[src/rtl/vape_exec_sequencer.sv]
// Central exec/kill/recover controller for the VAPE protection monitors.
// Aggregates monitor exec flags, latches causes and counts violations.
module vape_exec_sequencer #(
    parameter int          N_MON         = 4,
    parameter logic [15:0] RESET_HANDLER = 16'h0000,
    parameter int          HOLD_CYCLES   = 4,
    parameter int          CNT_W         = 8
) (
    input  logic             clk,
    input  logic             rst,
    input  logic [15:0]      pc,
    input  logic [N_MON-1:0] mon_exec,
    input  logic [N_MON-1:0] mon_en,
    input  logic             clr_cause,
    output logic             exec,
    output logic             reset_req,
    output logic [N_MON-1:0] cause,
    output logic [CNT_W-1:0] viol_cnt,
    output logic [1:0]       state_o
);

    localparam int HW = (HOLD_CYCLES > 1) ? $clog2(HOLD_CYCLES) : 1;
    localparam logic [HW-1:0] HOLD_INIT = HW'(HOLD_CYCLES - 1);
    localparam logic [CNT_W-1:0] CNT_MAX = '1;

    typedef enum logic [1:0] {
        BOOT    = 2'd0,
        RUN     = 2'd1,
        KILL    = 2'd2,
        RECOVER = 2'd3
    } state_t;

    state_t           state;
    logic [HW-1:0]    hold;
    logic [N_MON-1:0] bad;
    logic             viol;
    logic             at_handler;
    logic [CNT_W-1:0] cnt_next;

    assign bad        = ~mon_exec & mon_en;
    assign viol       = |bad;
    assign at_handler = (pc == RESET_HANDLER);
    assign cnt_next   = (viol_cnt == CNT_MAX) ? viol_cnt : viol_cnt + CNT_W'(1);
    assign state_o    = state;

    always_ff @(posedge clk or posedge rst) begin
        if (rst) begin
            state     <= BOOT;
            exec      <= 1'b0;
            reset_req <= 1'b0;
            cause     <= '0;
            viol_cnt  <= '0;
            hold      <= '0;
        end else begin
            unique case (state)
                BOOT: begin
                    if (at_handler && !viol) begin
                        state <= RUN;
                        exec  <= 1'b1;
                    end
                end
                RUN: begin
                    if (viol) begin
                        state     <= KILL;
                        exec      <= 1'b0;
                        reset_req <= 1'b1;
                        hold      <= HOLD_INIT;
                        // a same-edge clear keeps only the fresh violation bits
                        cause     <= clr_cause ? bad : (cause | bad);
                        viol_cnt  <= cnt_next;
                    end else if (clr_cause) begin
                        cause <= '0;
                    end
                end
                KILL: begin
                    cause <= cause | bad;
                    if (hold == '0) begin
                        state     <= RECOVER;
                        reset_req <= 1'b0;
                    end else begin
                        hold <= hold - HW'(1);
                    end
                end
                RECOVER: begin
                    if (viol) begin
                        state     <= KILL;
                        reset_req <= 1'b1;
                        hold      <= HOLD_INIT;
                        cause     <= cause | bad;
                        viol_cnt  <= cnt_next;
                    end else if (at_handler) begin
                        state <= RUN;
                        exec  <= 1'b1;
                    end
                end
                default: begin
                    state <= BOOT;
                end
            endcase
        end
    end

endmodule

[config.mk]
export PLATFORM = sky130hd
export DESIGN_NAME = vape_exec_sequencer
export DESIGN_NICKNAME = d
export VERILOG_FILES = /design/src/rtl/vape_exec_sequencer.sv
export SDC_FILE = /design/constraint.sdc
export NUM_CORES = 1
export LEC_CHECK = 0
export ABC_AREA = 1
export BUFFER_PORTS_ARGS = -buffer_cell sky130_fd_sc_hd__buf_4
export CORE_AREA = 3 3 62 47
export CTS_BUF_LIST = sky130_fd_sc_hd__clkbuf_4 sky130_fd_sc_hd__clkbuf_8
export DETAILED_ROUTE_END_ITERATION = 8
export DIE_AREA = 0 0 65 50
export PLACE_DENSITY = 0.8
export SLEW_MARGIN = 25
export SYNTH_ARGS = -nofsm -noshare
export SYNTH_HDL_FRONTEND = slang
export SYNTH_SLANG_ARGS = --single-unit
[constraint.sdc]
create_clock -name clk -period 1.54 [get_ports clk]
set_input_delay 0.308 -clock clk [delete_from_list [all_inputs] [get_ports clk]]
set_output_delay 0.308 -clock clk [all_outputs]
set_load 0.01 [all_outputs]
After elaboration in Yosys (flattened, before gate mapping)
Cells that the tools add are included.
{"block": "op_classes", "mux": 22, "bitwise_logic": 4, "eq_ne": 14, "n_addsub": 2, "reduce_logical": 16}
{"op": "16-bit logical NOT", "count": 1}
{"op": "4-bit two-way mux", "count": 4}
{"op": "2-bit two-way mux", "count": 7}
{"op": "2-bit inequality test (second input constant)", "count": 7}
{"op": "4-bit case mux with 3 select lines", "count": 1}
{"op": "3-bit AND reduction", "count": 4}
{"op": "8-bit by 1-bit adder with 8-bit output (second input constant)", "count": 1}
{"op": "8-bit == test (second input constant)", "count": 1}
{"op": "2-bit case mux with 4 select lines", "count": 1}
{"op": "1-bit two-way mux", "count": 6}
{"op": "3-bit inequality test (second input constant)", "count": 2}
{"op": "3-bit nonzero test", "count": 2}
{"op": "5-bit AND reduction", "count": 1}
{"op": "4-bit AND", "count": 1}
{"op": "2-bit == test (second input constant)", "count": 2}
{"op": "2-bit logical NOT", "count": 2}
{"op": "4-bit inverter", "count": 1}
{"op": "4-bit OR", "count": 1}
{"op": "2-bit case mux with 2 select lines", "count": 1}
{"op": "4-bit AND reduction", "count": 1}
{"op": "4-bit OR reduction", "count": 1}
{"op": "1-bit case mux with 3 select lines", "count": 1}
{"op": "2-bit by 1-bit == test with 1-bit output (second input constant)", "count": 1}
{"op": "2-bit by 1-bit inequality test with 1-bit output (second input constant)", "count": 1}
{"op": "other kinds (7)", "count": 7}
{"block": "word_totals", "in_bits": 27, "reg_bits": 18, "elab_cells": 64, "out_inout_bits": 16}

Longest topological paths before layout
{"block": "depth", "ltp_word": 7, "depth_mapped": 9, "ltp_nobuf": 9}

Least setup slack after synthesis
Ideal clock, no wire load.
{"block": "synth_path", "kind": "register to register", "start": "register viol_cnt[0]", "end": "register viol_cnt[5]", "setup_slack_ns": 0.249, "stages_incl_launch_ff": 9, "period_less_slack_ns": 1.291, "n_path_buf": 0, "t_arrival_ns": 1.175, "t_required_ns": 1.424, "setup_time_ns": 0.116, "cell_sequence": "dfrtp_1 ha_1 inv_1 nor2_4 nand4_2 nand2_4 inv_4 nand2_1 nand2_1"}
{"block": "synth_via", "elab_chain_cells": 3, "word_cells_on_any_way": 4, "classes_between": "add/sub: 1; eq/ne: 1; bitwise: 1; reduce/logical: 1"}
{"element": "from (decl)", "line": "18", "text": "output logic [CNT_W-1:0] viol_cnt,"}
{"element": "from (signal assigned)", "line": "70", "text": "viol_cnt <= cnt_next;"}
{"element": "from (signal assigned)", "line": "90", "text": "viol_cnt <= cnt_next;"}
{"element": "branches (longest 3 deep; another with 8-bit by 1-bit adder with 8-bit output)"}
Parallel ways; which one is timed is not known.
A chain may end at the register's enable or synchronous reset.

Final worst setup path
{"block": "layout_path", "start": "register viol_cnt[0]", "end": "register viol_cnt[4]"}
Same word-level chain as after synthesis.

==> impl_metrics.json <==
{
  "setup.worst_path.class": "reg2reg",
  "route.final.wire_length_mm": 2.38,
  "cp_top_family": "simple AND/OR/NAND/NOR gates",
  "netlist_area_um2": 1040,
  "antenna_diodes": 0,
  "min_tclk_post_route_ns": 1.38,
  "number_of_inserted_filler_cells_in_the_final_layout": 211,
  "htree_levels": 1,
  "clkSinkCount": 18,
  "grt_pass1_vias": 907,
  "synth_sequential_area_ratio_pct": 43.3,
  "cts.root.buffer_cell": "sky130_fd_sc_hd__clkbuf_4",
  "layout_worst_path_cycle_share_pct": 89.4,
  "grt_max_degree": 19,
  "cpMostUsedCell": "sky130_fd_sc_hd__nand2_1",
  "worst_hold_path_type": "in2async",
  "area_of_the_placeable_core_um2": 2380,
  "wire_per_inst_um": 10.8,
  "die_y_um": 50,
  "clock_path_buffers": 2,
  "finalMaxSlewViolations": 0,
  "start_util_pct": 43.7,
  "critPathArrivalTime_ns": 1.56,
  "io-pin-count": 43,
  "mostFrequentLayoutCell": "sky130_fd_sc_hd__nand2_1",
  "clock_skew_ns": 0.000753,
  "grt_pass1_wl_mm": 3.82,
  "fp.dieArea_um2": 3250,
  "area.growth.synth_to_final_pct": 37.3,
  "grt_remaining_overflow": 0,
  "globalRouteTotalUtil_pct": 15.2,
  "rsz0062_at_grt": "false",
  "detail_route.drc_violations": 0,
  "yosysWarningCount": 0,
  "dominant_combinational_cell_family_by_area_after_synthesis": "simple AND/OR/NAND/NOR gates",
  "final_antenna_net_count": 0,
  "initial_drc_count": 35,
  "detailedRoute.firstPassIterationCount": 4,
  "crit_buf_inv": 2,
  "crit_path_max_incr_delay_ns": 0.41,
  "tritoncts": "built",
  "hold_ws_ns": 0.0306,
  "synth.mux.area_fraction_pct": 0,
  "worstSetupEndpointType": "flop",
  "max_slew.worst_pin.slew_ns": 0.233,
  "status": "finished clean",
  "cts_setup_buffers": 0,
  "hpwl_mm": 1.94,
  "static-leakage-power_nw": 0.810,
  "row_count": 15,
  "yosys.area_share.adder_pct": 2.40,
  "final_hold_vio_count": 0,
  "fin_tns_setup_ns": 0,
  "synth_simple_gate_area_share_pct": 34.0,
  "nets": 217,
  "antenna_found_initial": 0,
  "place_congestion": 0.868,
  "clkSlewWorstSetupHoldPaths_ns": 0.09,
  "numPortBuffers": 42,
  "drv.max_cap_violation_count": 0,
  "max_freq_ghz": 0.727,
  "setup_violations": 0,
  "ctsHoldBuffers": 0,
  "synth_compound_area_share_pct": 7.45,
  "worstPathRequired_ns": 1.72,
  "p_per_area_nw_per_um2": 1420,
  "mappedNetlistNets": 169,
  "clk_latency_ns": 0.28,
  "netlist_instances": 140,
  "vias": 998,
  "slew_headroom_pct": 84.5,
  "crit_path_max_fanout": 10,
  "yosys.area_share.xor_xnor_pct": 5.05,
  "post_route_cells_drive_above_1_share_pct": 29.6,
  "postSynthAreaPerCell_um2": 7.44,
  "sort_of_element_at_the_start_of_the_critical_path": "flop",
  "postSynthRegisterBits": 18,
  "cts-resized-gates": 0,
  "route.detailed.vias_per_inst": 4.54,
  "crit_path_top_delay_cell": "sky130_fd_sc_hd__dfrtp_1",
  "cell_chain_critical_path": "ha_1, inv_1, nor2_4, nand4_2, nand2_4, inv_4, nand2_1, nand2_1",
  "cts_made_buffers": 3,
  "vdd.ir_drop.worst_mv": 0.685,
  "die_w_um": 65,
  "most-common-layout-cells": "sky130_fd_sc_hd__nand2_1 (50), sky130_fd_sc_hd__buf_4 (43), sky130_fd_sc_hd__inv_1 (19), sky130_fd_sc_hd__dfrtp_1 (18), sky130_fd_sc_hd__nor2_1 (16)",
  "ys_types": 21
}
[worst paths after layout]
| path | cells after the start | slack [ns] | startpoint | to |
|---|---|---|---|---|
| worst max-delay path | 8 | 0.16 | viol_cnt[0] | viol_cnt[4] |
| worst min-delay path | 3 | 0.03 | rst | cause[3] |
| worst max register to register | 8 | 0.16 | viol_cnt[0] | viol_cnt[4] |
| worst min register to register | 2 | 0.49 | reset_req | reset_req |
| max in group asynchronous | 3 | 1.32 | rst | exec |
| min in group clk | 4 | 0.41 | mon_en[2] | cause[2] |
[layout make-up]
cell class | instances | area, µm² | area share (%)
tap | 34 | 42.5 | 2.98
inverter | 21 | 81.3 | 5.69
timing repair buffer | 43 | 323 | 22.6
sequential | 18 | 450 | 31.5
clock buffer | 3 | 22.5 | 1.58
multi-input combinational | 101 | 509 | 35.6
[metal layers]
metal / wire [µm] / GRT usage, %
met4: 14 / 3.16
met2: 1140 / 25.3
met5: 0 / 0
met1: 1070 / 18.9
met3: 148 / 5.47
[Yosys cell counts (all sizes together)]
library cell,number,area (µm²)
a21boi,5,37.5
nor3,2,10.0
nand4,2,18.8
nand3,4,20.0
ha,2,25.0
nand2,52,205
a21oi,4,20.0
xnor2,2,17.5
inv,21,81.3
nor2,20,100
dfrtp,18,450
xor2,4,35.0
o21ai,4,20.0
[per-stage QoR]
stage	worst slack (ns)	util, %	total power (W)	cell area, µm²	std cells
2_1_floorplan	0.249	-	0.00141	1040	140
4_1_cts	0.153	59.9	0.00205	1430	220
5_1_grt	0.0466	59.9	0.00222	1430	220
3_3_place_gp	0.258	59.0	0.00177	1410	217
3_5_place_dp	0.173	59.0	0.00181	1410	217
6_report	0.164	59.9	0.00202	1430	220
[sequential cells by signal, summed over array words and instances, names as in the netlist]
signal / flops
cause: 4
exec: 1
hold: 2
reset_req: 1
state_o: 2
viol_cnt: 8
[report_power, final]
group / internal, W / switching, W / leakage (nW)
Combinational: 0.000447 / 0.000537 / 0.574
Clock: 0.0000909 / 0.000133 / 0.0138
Sequential: 0.000646 / 0.000169 / 0.222
[worst register-to-register path, stage by stage (launching register included)]
cell and delay (ns):
sky130_fd_sc_hd__dfrtp_1 0.41, sky130_fd_sc_hd__ha_1 0.20, sky130_fd_sc_hd__inv_1 0.08, sky130_fd_sc_hd__nor2_4 0.13, sky130_fd_sc_hd__nand4_2 0.11, sky130_fd_sc_hd__nand2_4 0.17, sky130_fd_sc_hd__inv_4 0.07, sky130_fd_sc_hd__nand2_1 0.06
sky130_fd_sc_hd__nand2_1 0.05
[cells by family after synthesis]
group / Yosys count
AOI/OAI and AO/OA: 13
xor gates and xnor gates: 6
buffers and inverters: 21
DFF: 18
and+or+nand+nor: 80
adders and majority gates: 2
(Power assumes the default switching activity.)
